**src/rtl/nr_pkg.sv**
```systemverilog
// Shared types and constants for the nr_recip Newton-Raphson reciprocal unit.
// Constant helpers take the fraction width so each instance can size its own copy.
package nr_pkg;

   typedef enum logic [2:0] {
      ST_IDLE,
      ST_NORM,
      ST_MUL1,
      ST_MUL2,
      ST_DENORM,
      ST_DONE
   } nr_state_t;

   // round(2.9142 * 2^frac), done in integers so it elaborates without reals
   function automatic logic [63:0] seed_k(input int frac);
      return ((64'd29142 << frac) + 64'd5000) / 64'd10000;
   endfunction

   // 2.0 in Q2.frac
   function automatic logic [63:0] two_q(input int frac);
      return 64'd1 << (frac + 1);
   endfunction

   // Clamp an unsigned magnitude to the largest positive w-bit two's-complement value
   function automatic logic [63:0] sat_mag(input logic [63:0] mag, input int w);
      logic [63:0] lim;
      lim = (64'd1 << (w - 1)) - 64'd1;
      return (mag > lim) ? lim : mag;
   endfunction

endpackage

```
**src/rtl/nr_lzc.sv**
```systemverilog
// Combinational leading-one detector: p is the bit index of the highest set bit of a.
// zero flags an all-zero input, in which case p is 0.
module nr_lzc #(
   parameter int PRECISION = 18,
   parameter int PW        = $clog2(PRECISION)
) (
   input  logic [PRECISION-1:0] a,
   output logic [PW-1:0]        p,
   output logic                 zero
);

   always_comb begin
      p    = '0;
      zero = (a == '0);
      for (int i = 0; i < PRECISION; i++) begin
         if (a[i]) p = PW'(i);
      end
   end

endmodule

```
**src/rtl/nr_recip.sv**
```systemverilog
// Iterative Newton-Raphson reciprocal R ~ 2^(2*DECIMAL)/D for signed fixed-point D.
// One operand in flight; both NR half-steps share a single multiplier.
module nr_recip
   import nr_pkg::*;
#(
   parameter int INTEGER   = 10,
   parameter int DECIMAL   = 7,
   parameter int PRECISION = 1 + INTEGER + DECIMAL,
   parameter int ITER      = 3,
   parameter int FRAC      = PRECISION + 2
) (
   input  logic                        clk,
   input  logic                        rst_n,
   input  logic                        in_vld,
   output logic                        in_rdy,
   input  logic signed [PRECISION-1:0] in_d,
   output logic                        out_vld,
   input  logic                        out_rdy,
   output logic signed [PRECISION-1:0] out_r,
   output logic                        out_dz
);

   localparam int MW = FRAC + 2;
   localparam int PW = $clog2(PRECISION);
   localparam int WW = MW + 2 * DECIMAL;
   localparam logic [MW-1:0] SEED_K = MW'(seed_k(FRAC));
   localparam logic [MW-1:0] TWO_Q  = MW'(two_q(FRAC));
   localparam logic signed [PRECISION-1:0] MAX_POS = {1'b0, {(PRECISION-1){1'b1}}};

   nr_state_t              state_q, state_d;
   logic [2:0]             cnt_q, cnt_d;
   logic signed [PRECISION-1:0] out_r_q, out_r_d;
   logic                   out_dz_q, out_dz_d;

   logic                   s_q, s_d;
   logic [PRECISION-1:0]   a_q, a_d;
   logic [PW-1:0]          p_q, p_d;
   logic                   dz_q, dz_d;
   logic [MW-1:0]          m_q, m_d;
   logic [MW-1:0]          x_q, x_d;
   logic [MW-1:0]          t_q, t_d;

   logic [PRECISION-1:0]   a_in;
   logic [PW-1:0]          lz_p;
   logic                   lz_zero;
   logic [7:0]             sh_n;
   logic [MW-1:0]          m_norm;
   logic [MW-1:0]          x_seed;
   logic [MW-1:0]          mul_a;
   logic [2*MW-1:0]        prod;
   logic [MW-1:0]          prod_q;
   logic [7:0]             sh_d;
   logic [WW-1:0]          wide;
   logic [WW-1:0]          mag_w;
   logic [63:0]            sat;
   logic [PRECISION-1:0]   mag_p;
   logic signed [PRECISION-1:0] r_val;

   nr_lzc #(
      .PRECISION(PRECISION),
      .PW       (PW)
   ) u_lzc (
      .a   (a_q),
      .p   (lz_p),
      .zero(lz_zero)
   );

   always_comb begin
      // the most-negative operand maps to 2^(PRECISION-1) as unsigned
      a_in   = in_d[PRECISION-1] ? unsigned'(-in_d) : unsigned'(in_d);

      // normalise a into [0.5,1) and form the linear seed 2.9142 - 2m
      sh_n   = 8'(FRAC - 1) - 8'(lz_p);
      m_norm = MW'(a_q) << sh_n;
      x_seed = SEED_K - (m_norm << 1);

      mul_a  = (state_q == ST_MUL1) ? m_q : t_q;
      prod   = (2*MW)'(mul_a) * (2*MW)'(x_q);
      prod_q = MW'(prod >> FRAC);

      // x * 2^(2*DECIMAL-p-1), truncated to an integer, as one right shift
      sh_d   = 8'(FRAC + 1) + 8'(p_q);
      wide   = WW'(x_q) << (2 * DECIMAL);
      mag_w  = wide >> sh_d;
      sat    = sat_mag(64'(mag_w), PRECISION);
      mag_p  = PRECISION'(sat);
      r_val  = s_q ? -signed'(mag_p) : signed'(mag_p);
   end

   always_comb begin
      state_d  = state_q;
      cnt_d    = cnt_q;
      out_r_d  = out_r_q;
      out_dz_d = out_dz_q;
      s_d      = s_q;
      a_d      = a_q;
      p_d      = p_q;
      dz_d     = dz_q;
      m_d      = m_q;
      x_d      = x_q;
      t_d      = t_q;

      unique case (state_q)
         ST_IDLE: begin
            if (in_vld) begin
               s_d     = in_d[PRECISION-1];
               a_d     = a_in;
               cnt_d   = 3'd0;
               state_d = ST_NORM;
            end
         end
         ST_NORM: begin
            p_d     = lz_p;
            dz_d    = lz_zero;
            m_d     = m_norm;
            x_d     = x_seed;
            state_d = lz_zero ? ST_DENORM : ST_MUL1;
         end
         ST_MUL1: begin
            t_d     = TWO_Q - prod_q;
            state_d = ST_MUL2;
         end
         ST_MUL2: begin
            x_d     = prod_q;
            cnt_d   = cnt_q + 3'd1;
            state_d = ((cnt_q + 3'd1) < 3'(ITER)) ? ST_MUL1 : ST_DENORM;
         end
         ST_DENORM: begin
            out_r_d  = dz_q ? MAX_POS : r_val;
            out_dz_d = dz_q;
            state_d  = ST_DONE;
         end
         ST_DONE: begin
            if (out_rdy) state_d = ST_IDLE;
         end
         default: state_d = ST_IDLE;
      endcase
   end

   always_ff @(posedge clk or negedge rst_n) begin
      if (!rst_n) begin
         state_q  <= ST_IDLE;
         cnt_q    <= 3'd0;
         out_r_q  <= '0;
         out_dz_q <= 1'b0;
      end else begin
         state_q  <= state_d;
         cnt_q    <= cnt_d;
         out_r_q  <= out_r_d;
         out_dz_q <= out_dz_d;
      end
   end

   // datapath registers are always written before being read, so they carry no reset
   always_ff @(posedge clk) begin
      s_q  <= s_d;
      a_q  <= a_d;
      p_q  <= p_d;
      dz_q <= dz_d;
      m_q  <= m_d;
      x_q  <= x_d;
      t_q  <= t_d;
   end

   assign in_rdy  = (state_q == ST_IDLE);
   assign out_vld = (state_q == ST_DONE);
   assign out_r   = out_r_q;
   assign out_dz  = out_dz_q;

endmodule

```
**config.mk**
```make
export PLATFORM = sky130hd
export DESIGN_NAME = nr_recip
export DESIGN_NICKNAME = d
export VERILOG_FILES = /design/src/rtl/nr_pkg.sv /design/src/rtl/nr_lzc.sv /design/src/rtl/nr_recip.sv
export SDC_FILE = /design/constraint.sdc
export NUM_CORES = 1
export LEC_CHECK = 0
export CORE_MARGIN = 8
export CORE_UTILIZATION = 35
export DETAILED_ROUTE_END_ITERATION = 10
export GPL_TIMING_DRIVEN = 0
export PLACE_DENSITY = 0.53
export RECOVER_POWER = 25
export SETUP_SLACK_MARGIN = 0.4
export SLEW_MARGIN = 40
export SYNTH_ARGS = -nofsm -noshare
export SYNTH_HDL_FRONTEND = slang
export SYNTH_SLANG_ARGS = --single-unit
```
**constraint.sdc**
```tcl
create_clock -name clk -period 13.25 [get_ports clk]
set_clock_uncertainty 0.1 [all_clocks]
set_input_delay 2.65 -clock clk [delete_from_list [all_inputs] [get_ports clk]]
set_output_delay 2.65 -clock clk [all_outputs]
set_load 0.02 [all_outputs]
```
==> metrics.cfg <==
[run_status]
outcome = finished, violations left
violations = max-capacitance violations, max-slew violations

[route]
wirelength_um = 73200
dr.first_iter.drc_count = 1197
route.detailed.drc = 0
vias = 18200
wl_per_cell_um = 20.8
vias_per_cell = 5.17
ant_nets = 0
dr.pass1.iters = 7

[floorplan]
num_io_pins = 43
initial_core_util_pct = 35.3
coreArea_um2 = 65600
die_h_um = 273
dieArea_um2 = 74700
num_rows = 94
die_w_um = 273

[yosys]
ys_seq_elements = 116
synth_most_common_cell = inv_1
syn_area_um2 = 23200
synth-seq-area-share_pct = 14.5
async_reset_ff_share_pct = 21.6
synth.area.top_cells = fa_1, edfxtp_1, ha_1
synth_top_area_share_pct = 34.1
avgSynthCellArea_um2 = 8.99
yosys_warnings = 0
netlist-cell-type-count = 81
synth_edf_count = 91
synth_cells = 2578
synthTopCellsByCount = inv_1, fa_1, nand2_1
yosys.area.top_type = fa_1
synthFlopType = edfxtp_1
syn-num-nets = 3144

[critical_path]
required_ns = 13.31
cp-start-kind = register
cp_common_cell = fa_1
end_kind = register
reg2reg_depth = 32
cp_slowest_cell = a2111oi_1
crit_arrival_ns = 11.82
max_stage_delay_ns = 0.79
crit_fanout = 21
crit_type = reg2reg

[clock_tree]
clk_latency_ns = 0.43
h-tree-depth = 4
cts_tree = yes
cts_buffers = 17
cts_root_buffer = clkbuf_16
post_cts_buffers = 0
postCtsHoldBufs = 0
clockBufferDepth = 2
ctsResizeCount = 0
clk_pin_slew_ns = 0.06
clock-sinks = 116

[sta]
hold_viol = 0
period_share_pct = 88.7
max_slew.worst_pin.slew_ns = 1.55
layout_min_cycle_time_ns = 11.75
setup_viol = 0
rsz0062_at_grt = no
setup_slack_ns = 1.50
setup_tns_ns = 0
slew_viol_final = 16
fmax_ghz = 0.0851
maxSlewHeadroom_pct = -3.77

[global_route]
grt_overflow = 0
track_usage_pct = 20.0
grt_pass1_wl_um = 116000
grt_max_degree = 26
grt_pass1_vias = 19700
grt_antenna_before_repair = 1

[worst_hold_path]
worstHoldPathType = reg2reg
min_delay_path_depth = 2

[final_layout]
final_layout_size_suffix_gt1_share_pct = 3.88
diodes = 0
instances_no_fill = 3519
final_util_pct = 38.7
layout.nets = 3208
syn_to_final_growth_pct = 9.43

[placed_design]
portBuffers = 42
dp.cells = 3487
pre_cts_ws_ns = 1.75
globalplace.congestion = 0.935
dp_hpwl_um = 61400

[flow_run]
max_cap_violations = 1

worst paths after layout:
path,endpoint,from,slack [ns]
setup / recovery,t_q[21],state_q[1],1.50
hold / removal,out_r[11],out_r[11],0.40
setup reg to reg,t_q[21],state_q[1],1.50
hold reg to reg,out_r[11],out_r[11],0.40
max in group asynchronous,state_q[2],rst_n,10.54
min in group asynchronous,out_r[9],rst_n,2.12
worst max-delay path, delay by kind of cell (launching register included):
family	cells	cell delay, ns
buf+inv	9	2.13
mux	1	0.32
fa+ha+maj	8	3.66
xor+xnor	2	0.38
flops	1	0.41
simple gates	8	2.81
compound gates	4	1.65
final cells by class:
cell class,count,area [um2]
buffer,138,526
clock buffer,17,425
clock inverter,15,194
fill,6672,40300
inverter,440,1650
multi-input combinational,1884,17700
sequential,116,3360
tap,864,1080
timing repair buffer,45,462
per-stage QoR:
stage               area (um2)  hold WS (ns)
floorplan                23200         0.371
global placement         24700         0.371
detailed placement       24800         0.383
CTS                      25400         0.408
global route             25400         0.432
finish                   25400         0.397
routing by layer:
layer	global-route usage, %	up-vias	part of all wire, %
li1	-	8334	-
met1	26.7	9293	44
met2	33.8	477	48
met3	2.67	86	4.9
met4	5.65	2	2.9
met5	0	-	0.014
state kept, by name (all words and copies together) (netlist names):
register and count:
m_q 22, a_q 18, x_q 22, out_r 18, dz_q 1, out_dz 1
cnt_q 3, p_q 5, state_q 3, t_q 22, s_q 1
cell usage in the layout, fill, tap and decap left out, drive strengths merged, types with 70 or more instances in the layout:
cell    count
nor2       93
fa        395
and2      216
inv       445
edfxtp     91
a21oi      73
o21ai      70
nand2     384
ha        149
clkbuf    152
logic make-up after synthesis:
family / share of synthesized area [%]
flops: 14.5
xor+xnor: 3.48
compound gates: 8.83
mux: 2.99
simple gates: 18.7
fa+ha+maj: 42.2
buf+inv: 9.36
Power is left out: the tool's default activity adds up to more than one toggle a clock period on the data nets, which glitch-free logic cannot reach.
